**config.mk**
```make
export PLATFORM = sky130hd
export DESIGN_NAME = cfs_apb_master
export DESIGN_NICKNAME = d
export VERILOG_FILES = /design/src/rtl/cfs_apb_master.sv
export SDC_FILE = /design/constraint.sdc
export NUM_CORES = 1
export LEC_CHECK = 0
export BUFFER_PORTS_ARGS = -buffer_cell sky130_fd_sc_hd__buf_2
export CORE_MARGIN = 5
export CORE_UTILIZATION = 40
export DETAILED_ROUTE_END_ITERATION = 10
export PLACE_DENSITY = 0.79
export SLEW_MARGIN = 15
export SYNTH_ARGS = -nofsm -noshare
export SYNTH_HDL_FRONTEND = slang
export SYNTH_SLANG_ARGS = --single-unit
export TNS_END_PERCENT = 5
```
**constraint.sdc**
```tcl
create_clock -name pclk -period 1.5 [get_ports pclk]
set_clock_uncertainty 0.1 [all_clocks]
set_input_delay 0.075 -clock pclk [delete_from_list [all_inputs] [get_ports pclk]]
set_output_delay 0.075 -clock pclk [all_outputs]
set_load 0.02 [all_outputs]
```
**src/rtl/cfs_apb_master.sv**
```systemverilog
// Single-outstanding APB master: turns one command into one APB transfer and
// holds the response until the requester consumes it. Optional ACCESS timeout.
//
// state  | meaning
// IDLE   | waiting for a command, cmd_ready high
// SETUP  | psel=1, penable=0 for one cycle
// ACCESS | psel=1, penable=1 until pready or timeout
// RESP   | rsp_valid high until rsp_ready
module cfs_apb_master #(
  parameter int APB_ADDR_WIDTH = 16,
  parameter int APB_DATA_WIDTH = 32,
  parameter int TIMEOUT_CYCLES = 255
) (
  input  logic                      pclk,
  input  logic                      presetn,
  input  logic                      cmd_valid,
  output logic                      cmd_ready,
  input  logic                      cmd_write,
  input  logic [APB_ADDR_WIDTH-1:0] cmd_addr,
  input  logic [APB_DATA_WIDTH-1:0] cmd_wdata,
  output logic                      rsp_valid,
  input  logic                      rsp_ready,
  output logic [APB_DATA_WIDTH-1:0] rsp_rdata,
  output logic                      rsp_err,
  output logic                      rsp_timeout,
  output logic [APB_ADDR_WIDTH-1:0] paddr,
  output logic                      pwrite,
  output logic                      psel,
  output logic                      penable,
  output logic [APB_DATA_WIDTH-1:0] pwdata,
  input  logic                      pready,
  input  logic [APB_DATA_WIDTH-1:0] prdata,
  input  logic                      pslverr
);

  // Keep the counter at least one bit wide so TIMEOUT_CYCLES=0 still elaborates.
  localparam int CNT_W = (TIMEOUT_CYCLES > 0) ? $clog2(TIMEOUT_CYCLES + 1) : 1;
  localparam logic [CNT_W-1:0] TO_LAST = CNT_W'(TIMEOUT_CYCLES - 1);

  typedef enum logic [1:0] {IDLE, SETUP, ACCESS, RESP} state_t;

  state_t           state, state_nxt;
  logic [CNT_W-1:0] to_cnt;
  logic             done;
  logic             timed_out;

  always_ff @(posedge pclk) begin
    if (!presetn) state <= IDLE;
    else          state <= state_nxt;
  end

  always_comb begin
    state_nxt = state;
    cmd_ready = 1'b0;
    psel      = 1'b0;
    penable   = 1'b0;
    rsp_valid = 1'b0;
    done      = 1'b0;
    timed_out = 1'b0;
    case (state)
      IDLE: begin
        cmd_ready = presetn;
        if (cmd_valid && presetn) state_nxt = SETUP;
      end
      SETUP: begin
        psel      = 1'b1;
        state_nxt = ACCESS;
      end
      ACCESS: begin
        psel    = 1'b1;
        penable = 1'b1;
        // pready wins over a timeout landing in the same cycle
        if (pready) begin
          done      = 1'b1;
          state_nxt = RESP;
        end else if ((TIMEOUT_CYCLES != 0) && (to_cnt == TO_LAST)) begin
          timed_out = 1'b1;
          state_nxt = RESP;
        end
      end
      RESP: begin
        rsp_valid = 1'b1;
        if (rsp_ready) state_nxt = IDLE;
      end
      default: state_nxt = IDLE;
    endcase
  end

  always_ff @(posedge pclk) begin
    if (!presetn) begin
      paddr       <= '0;
      pwrite      <= 1'b0;
      pwdata      <= '0;
      rsp_rdata   <= '0;
      rsp_err     <= 1'b0;
      rsp_timeout <= 1'b0;
      to_cnt      <= '0;
    end else begin
      if (cmd_ready && cmd_valid) begin
        paddr  <= cmd_addr;
        pwrite <= cmd_write;
        pwdata <= cmd_wdata;
      end
      if (state == SETUP)             to_cnt <= '0;
      else if (state == ACCESS && !pready) to_cnt <= to_cnt + 1'b1;
      if (done) begin
        rsp_rdata   <= pwrite ? '0 : prdata;
        rsp_err     <= pslverr;
        rsp_timeout <= 1'b0;
      end else if (timed_out) begin
        rsp_rdata   <= '0;
        rsp_err     <= 1'b1;
        rsp_timeout <= 1'b1;
      end
    end
  end

endmodule

```
==> summary.md, run 1 <==
| Metric | Value |
|---|---|
| Crit Path Class | `register to register` |
| Ys Warns | `0` |
| Maxcap violations | `0` |
| Cell count after placement | `632` |
| Die area | `10,200 sq um` |
| Clk slew on worst S/H paths | `around 0.09 ns` |
| CTS Buf Count | `9` |
| Clock Latency Late Sink | `0.35 ns` |
| DR vias | `~3,800` |
| IO Pins | `174` |
| Run status | `finished with violations` |
| Placer Congestion | `0.874` |
| Hold Path Depth | `4` |
| Largest net degree at the start of global routing | `58` |
| Mapped Cells | `359` |
| Final layout net count | `between 700 and 800` |
| CTS Sinks | `93` |
| Initial core utilization | `40.7%` |
| Power density over the cells | `1370 nW/um^2` |
| CP required | `1.67 ns` |
| Area Overhead vs Synth | `75.8%` |
| WL/cell | `roughly 17 um` |
| Hold_ws | `0.111 ns` |
| Max Slew Vio Count | `0` |
| DP Area | `4370 sq um` |
| Final wirelength | `12.7 mm` |
| Total global-route track usage | `21.8%` |
| LEAKAGE | `2.75 nW` |
| Mean Syn Cell Area | `9.23 sq um` |
| Total gr overflow | `0` |
| Register area share after synthesis | `56.2%` |
| Hold path endpoint | `state[0]` |
| Startpoint types | `register` |
| Failing checks | `negative setup slack` |
| Final Non-Filler Cells | `751` |
| FF-to-FF setup slack | `-0.06 ns` |
| Hold/Removal Path Class | `input port to register` |
| R2R depth | `6` |
| Top cells by area, synth | `dfxtp_1 (56%), nand2_1 (12%), a22o_1 (8.5%)` |
| Crit path max fanout | `2` |
| FMAX | `0.642 GHz` |
| Period utilisation layout | `104%` |
| Setup ws final | `-0.0574 ns` |
| Core Region | `8130 sq um` |
| Drt drc | `0` |
| CTS tree | `yes` |
| Initial antenna violation count | `0` |
| CP arrival | `approximately 1.7 ns` |
| IO Port Bufs | `173` |
| Flop and latch count out of synthesis | `93` |
| Number of global-route vias before repair | `3,619` |
| Via density | `5.00` |
| Top cell type's share of synthesized area | `56.2%` |
| Finish-stage setup viols | `36` |
| Post-synth EDFFs | `0` |
| Chip Width | `101 um` |
| Initial DRC Count | `117` |
| Final ANT Viol Nets | `0` |
| Reg-to-reg endpoint | `state[0]` |
| Slew HR | `77.8%` |
| N_diodes | `0` |
| Worst slew pin tran | `around 0.33 ns` |
| Min Tclk post-route | `around 1.6 ns` |
| Hold_sp | `cmd_valid` |
| Leading area contributor after synthesis | `dfxtp_1` |
| CTS H-tree depth | `3` |
| Crit path capture type | `register` |
| Worst R2R Start | `state[0]` |
| Final instance area | `5830 sq um` |
| Bufs on Longest Clock Path | `2` |
| Final Hold Viols | `0` |
| Drt first pass iters | `4` |
| Chip Height | `101 um` |
| Unique masters post-synth | `32` |
| Layout cells sized above 1 | `about two fifths` |
| Pre-CTS setup slack | `-0.402 ns` |
| Root Driver | `clkbuf_8` |
| Dpl hpwl | `between 6 and 7 mm` |
| Post-synthesis cell area | `between 3000 and 4000 sq um` |
| Unrepaired setup endpoints after global routing | `true` |
| Max VDD drop | `0.000874 V` |
| Top FF cell, synth | `dfxtp_1` |
| Syn nets | `~450` |
| Share of synthesized flip-flops with an asynchronous set or reset | `0%` |
| # rows | `33` |
| First-pass GRT wire length | `17.6 mm` |
[routing by layer]
metal  global-route usage, %  up-vias  routed length, um
met1                    26.2     1737               5000
li1                        -     1784                  -
met2                    36.6      206               6150
met5                       0        -                  0
met4                    7.98        0                295
met3                    6.71       26               1250
[flip-flops by register name, summed over array words and instances (netlist names)]
signal	count
rsp_rdata	32
rsp_err	1
rsp_timeout	1
state	2
paddr	16
pwdata	32
to_cnt	8
pwrite	1
[worst max-delay path, stage by stage (launching register included)]
cell	delay [ns]
dfxtp_2	0.34
buf_4	0.13
ha_1	0.19
nor2b_1	0.14
a21oi_2	0.16
nand2_1	0.13
a221oi_2	0.28
[where the power goes]
group / leakage, nW / internal, mW / switching, mW / total (mW)
combinational: 1.89 / 1.42 / 1.74 / 3.16
clock: 0.100 / 0.780 / 0.916 / 1.70
sequential: 0.760 / 2.91 / 0.242 / 3.15
total: 2.75 / 5.11 / 2.90 / 8.00
[cells in the mapped netlist (2+ instances only)]
library cell / instances
nand2_1: 106
dfxtp_1: 93
a22o_1: 32
o21ai_0: 30
o21ai_1: 21
nor2_1: 12
clkbuf_1: 8
buf_2: 7
ha_1: 7
buf_4: 5
xor2_1: 5
and3_1: 3
buf_6: 3
inv_1: 3
nand4_1: 3
a21oi_1: 2
a21oi_2: 2
nor2b_1: 2
xnor2_1: 2
[placed cells by master, fill, tap and decap left out, types with 12 or more instances in the layout]
master	n
a22o_1	32
buf_2	171
buf_4	20
dfxtp_1	90
dlygate4sd3_1	84
nand2_1	92
nand2_2	13
nor2_1	12
o21ai_0	13
o21ai_1	34
[repair_timing]
| action | in CTS | in global routing |
|---|---|---|
| hold endpoints to repair | 83 | 0 |
| gates resized for setup | 12 | 50 |
| buffers inserted | 1 | 9 |
| hold buffers | 84 | 0 |
| pin swaps | 10 | 11 |
| gates cloned | 1 | 9 |
| endpoints found under the setup margin | 91 | 83 |
[logic make-up (layout without fill, tap and decap cells)]
logic type / after synthesis / count (layout) / synth area share (%)
multiplexers: 1 / 1 / 0.302
adder cells (fa/ha/maj): 7 / 7 / 2.64
AND/OR/NAND/NOR: 132 / 134 / 16.4
AO/OA/AOI/OAI: 90 / 90 / 17.8
XOR/XNOR: 7 / 7 / 1.85
flip-flops: 93 / 93 / 56.2
buffers and inverters: 29 / 314 / 4.83
[area by class of cell]
cell class              count  area [sq um]
clock inverters             7          73.8
fillers                   549          2310
clock buffers               9           124
flip-flops and latches     93          1870
well taps                 105           131
repair buffers            294          2170
inverters                   4          17.5
multi-input cells         239          1440
[worst max path at each step]
| stage | end | cells past startpoint | slack [ns] | from |
|---|---|---|---|---|
| 3_3_place_gp | rsp_rdata[6] | 5 | -0.33 | state[0] |
| 6_report | state[0] | 6 | -0.06 | state[0] |
| 4_1_cts | to_cnt[7] | 8 | -0.08 | state[0] |
| 3_5_place_dp | rsp_rdata[26] | 5 | -0.40 | state[0] |
| 5_1_grt | rsp_rdata[4] | 7 | -0.12 | to_cnt[0] |
| 2_1_floorplan | paddr[10] | 8 | 0.002 | state[1] |
[stage by stage]
stage                     total power, mW  TNS, ns  utilization (%)
final                                8.00   -0.898             71.6
after global routing                 8.41    -6.29             71.6
after CTS                            7.46   -0.967             67.4
after detailed placement             5.45   -14.93             53.7
after global placement               5.39   -11.20             53.7
after floorplan                      4.59        0                -
(Power assumes the default switching activity.)
==> run 2: changes to the inputs <==
--- a/config.mk
+++ b/config.mk
@@ -9,7 +9,7 @@
 export CORE_MARGIN = 5
 export CORE_UTILIZATION = 40
 export DETAILED_ROUTE_END_ITERATION = 10
-export PLACE_DENSITY = 0.79
+export PLACE_DENSITY = 0.75
 export SLEW_MARGIN = 15
 export SYNTH_ARGS = -nofsm -noshare
 export SYNTH_HDL_FRONTEND = slang
==> run 2 against run 1 <==
The run still ends with negative setup slack left. Global-route usage shrank 1.0 points. Clock-buffer cell count unchanged. Largest cell class unchanged. Non-clock buffer count is 6 lower. Highest routed layer unchanged.
==> summary.md, run 2 (synthesized netlist as in run 1, its figures left out) <==
| Metric | Value |
|---|---|
| Run status | `finished with violations (unchanged)` |
| Failing checks | `negative setup slack (unchanged)` |
| Initial DRC Count | `114 (was 117)` |
| IO Port Bufs | `173 (unchanged)` |
| Clk slew on worst S/H paths | `0.10 ns (was 0.09 ns)` |
| CTS tree | `yes (unchanged)` |
| Initial core utilization | `40.7% (unchanged)` |
| Chip Width | `101 um (unchanged)` |
| Area Overhead vs Synth | `69.1% (was 75.8%)` |
| Dpl hpwl | `6.40 mm (was 6.45 mm)` |
| Total global-route track usage | `20.8% (was 21.8%)` |
| Setup TNS | `-1.03 ns (was -0.898 ns)` |
| Drt first pass iters | `4 (unchanged)` |
| Min Tclk post-route | `1.58 ns (was 1.56 ns)` |
| CP required | `1.63 ns (was 1.67 ns)` |
| Die area | `10,200 sq um (unchanged)` |
| Setup ws final | `-0.0841 ns (was -0.0574 ns)` |
| Final ANT Viol Nets | `0 (unchanged)` |
| Max Slew Vio Count | `0 (unchanged)` |
| R2R depth | `8 (was 6)` |
| Hold_sp | `cmd_valid (unchanged)` |
| Power density over the cells | `1350 nW/um^2 (was 1370 nW/um^2)` |
| Hold_ws | `0.0469 ns (was 0.111 ns)` |
| N_diodes | `0 (unchanged)` |
| Period utilisation layout | `106% (was 104%)` |
| Commonest non-fill, non-tap cell in the layout | `buf_2 (unchanged)` |
| Crit path max fanout | `6 (was 2)` |
| Core Region | `8130 sq um (unchanged)` |
| Via density | `4.81 (was 5.00)` |
| Number of global-route vias before repair | `3,629 (was 3,619)` |
| CTS H-tree depth | `3 (unchanged)` |
| Met3 wire len | `1.11 mm (was 1.25 mm)` |
| CP arrival | `1.72 ns (about the same)` |
| Worst R2R Start | `state[0] (unchanged)` |
| Crit Path Class | `register to register (unchanged)` |
| Maxcap violations | `0 (unchanged)` |
| # rows | `33 (unchanged)` |
| Final layout net count | `728 (was 735)` |
| LEAKAGE | `2.64 nW (was 2.75 nW)` |
| Met1 WL | `4.25 mm (was 5.00 mm)` |
| DR vias | `3,577 (was 3,753)` |
| FF-to-FF setup slack | `-0.08 ns (was -0.06 ns)` |
| Finish-stage setup viols | `35 (was 36)` |
| CTS Buf Count | `9 (unchanged)` |
| Initial antenna violation count | `0 (unchanged)` |
| Unrepaired setup endpoints after global routing | `true (unchanged)` |
| Final Hold Viols | `0 (unchanged)` |
| DR top layer | `met4 (unchanged)` |
| Tot Pwr | `7.56 mW (was 8.00 mW)` |
| Routed length on met2 | `5.31 mm (was 6.15 mm)` |
| Worst slew pin tran | `0.323 ns (was 0.332 ns)` |
| Clock Latency Late Sink | `0.35 ns (about the same)` |
| Crit path capture type | `register (unchanged)` |
| IO Pins | `174 (unchanged)` |
| Reg-to-reg endpoint | `to_cnt[7] (was state[0])` |
| Placer Congestion | `0.782 (was 0.874)` |
| FMAX | `0.631 GHz (was 0.642 GHz)` |
| Largest net degree at the start of global routing | `50 (was 58)` |
| Hold Path Depth | `5 (was 4)` |
| CTS Sinks | `93 (unchanged)` |
| First-pass GRT wire length | `17.0 mm (was 17.6 mm)` |
| Hold/Removal Path Class | `input port to register (unchanged)` |
| WL/cell | `14.7 um (was 16.9 um)` |
| Root Driver | `clkbuf_8 (unchanged)` |
| Startpoint types | `register (unchanged)` |
| Bufs on Longest Clock Path | `2 (unchanged)` |
| Layout cells sized above 1 | `37.7% (was 40.9%)` |
| Hold path endpoint | `state[0] (unchanged)` |
| Max VDD drop | `0.000672 V (was 0.000874 V)` |
| Total gr overflow | `0 (unchanged)` |
| Worst Setup SP | `state[0] (unchanged)` |
| Drt drc | `0 (unchanged)` |
| Final wirelength | `10.9 mm (was 12.7 mm)` |
| Chip Height | `101 um (unchanged)` |
| Most frequent cells in the layout | `buf_2 (172), nand2_1 (104), dfxtp_1 (91) (was buf_2 (171), nand2_1 (92), dfxtp_1 (90))` |
| Slew HR | `78.5% (was 77.8%)` |
| Regs by FF count | `pwdata: 32 flops, rsp_rdata: 32 flops, paddr: 16 flops (unchanged)` |
==> run 2: changes by cell type in the layout (fill, tap and decap cells not counted), sizes merged <==
| cell | before | now |
|---|---|---|
| and3 | 4 | 3 |
| buf | 205 | 203 |
| bufinv | 1 | 0 |
| clkbuf | 14 | 10 |
| clkinv | 3 | 0 |
| clkinvlp | 1 | 3 |
| inv | 6 | 8 |
==> run 2: area by class of cell <==
cell class	count	area, sq um
Fill cell	580	2530
Timing Repair Buffer	288	2020
Sequential cell	93	1860
Multi-Input combinational cell	238	1390
Tap cell	105	131
Clock buffer	9	124
Clock inverter	7	65.1
Inverter	4	17.5
==> run 2: critical path, cell delays in order, from the launching register on <==
cell and delay [ns]:
dfxtp_2 0.35, inv_2 0.05, ha_4 0.15, buf_6 0.12
nor2b_4 0.13, buf_6 0.12, and4_1 0.18, xnor2_1 0.19
nor2_1 0.07
==> run 2: layer usage <==
metal,GRT usage (%),up-vias
li1,-,1755
met5,0,-
met2,36.6,174
met3,6.71,22
met4,8.28,0
met1,23.0,1626
==> run 2: worst max path at each step <==
stage                     to  slack [ns]
4_1_cts            to_cnt[7]       -0.09
3_5_place_dp   rsp_rdata[16]       -0.42
6_report           to_cnt[7]       -0.08
5_1_grt            to_cnt[7]       -0.11
2_1_floorplan      paddr[10]       0.002
3_3_place_gp   rsp_rdata[20]       -0.33
==> run 2: power by group <==
group          internal (mW)  total (mW)  switching (mW)
registers               2.91        3.15           0.247
clock network          0.644        1.63           0.983
logic                   1.22        2.78            1.56
==> run 2: stage by stage <==
step | setup WS (ns) | area, sq um | utilization [%] | std cells
floorplan | 0.00189 | 3330 | - | 359
global placement | -0.333 | 4370 | 53.8 | 633
detailed placement | -0.415 | 4370 | 53.8 | 633
CTS | -0.0924 | 5470 | 67.3 | 735
global route | -0.112 | 5600 | 68.9 | 744
finish | -0.0841 | 5600 | 68.9 | 744
==> run 2: repair_timing <==
action	in CTS	in global routing
setup buffers	1	7
pin swaps	15	8
setup endpoints to repair	89	89
cloned	1	2
gates resized for setup	10	19
hold endpoints to repair	83	0
hold buffers	84	0
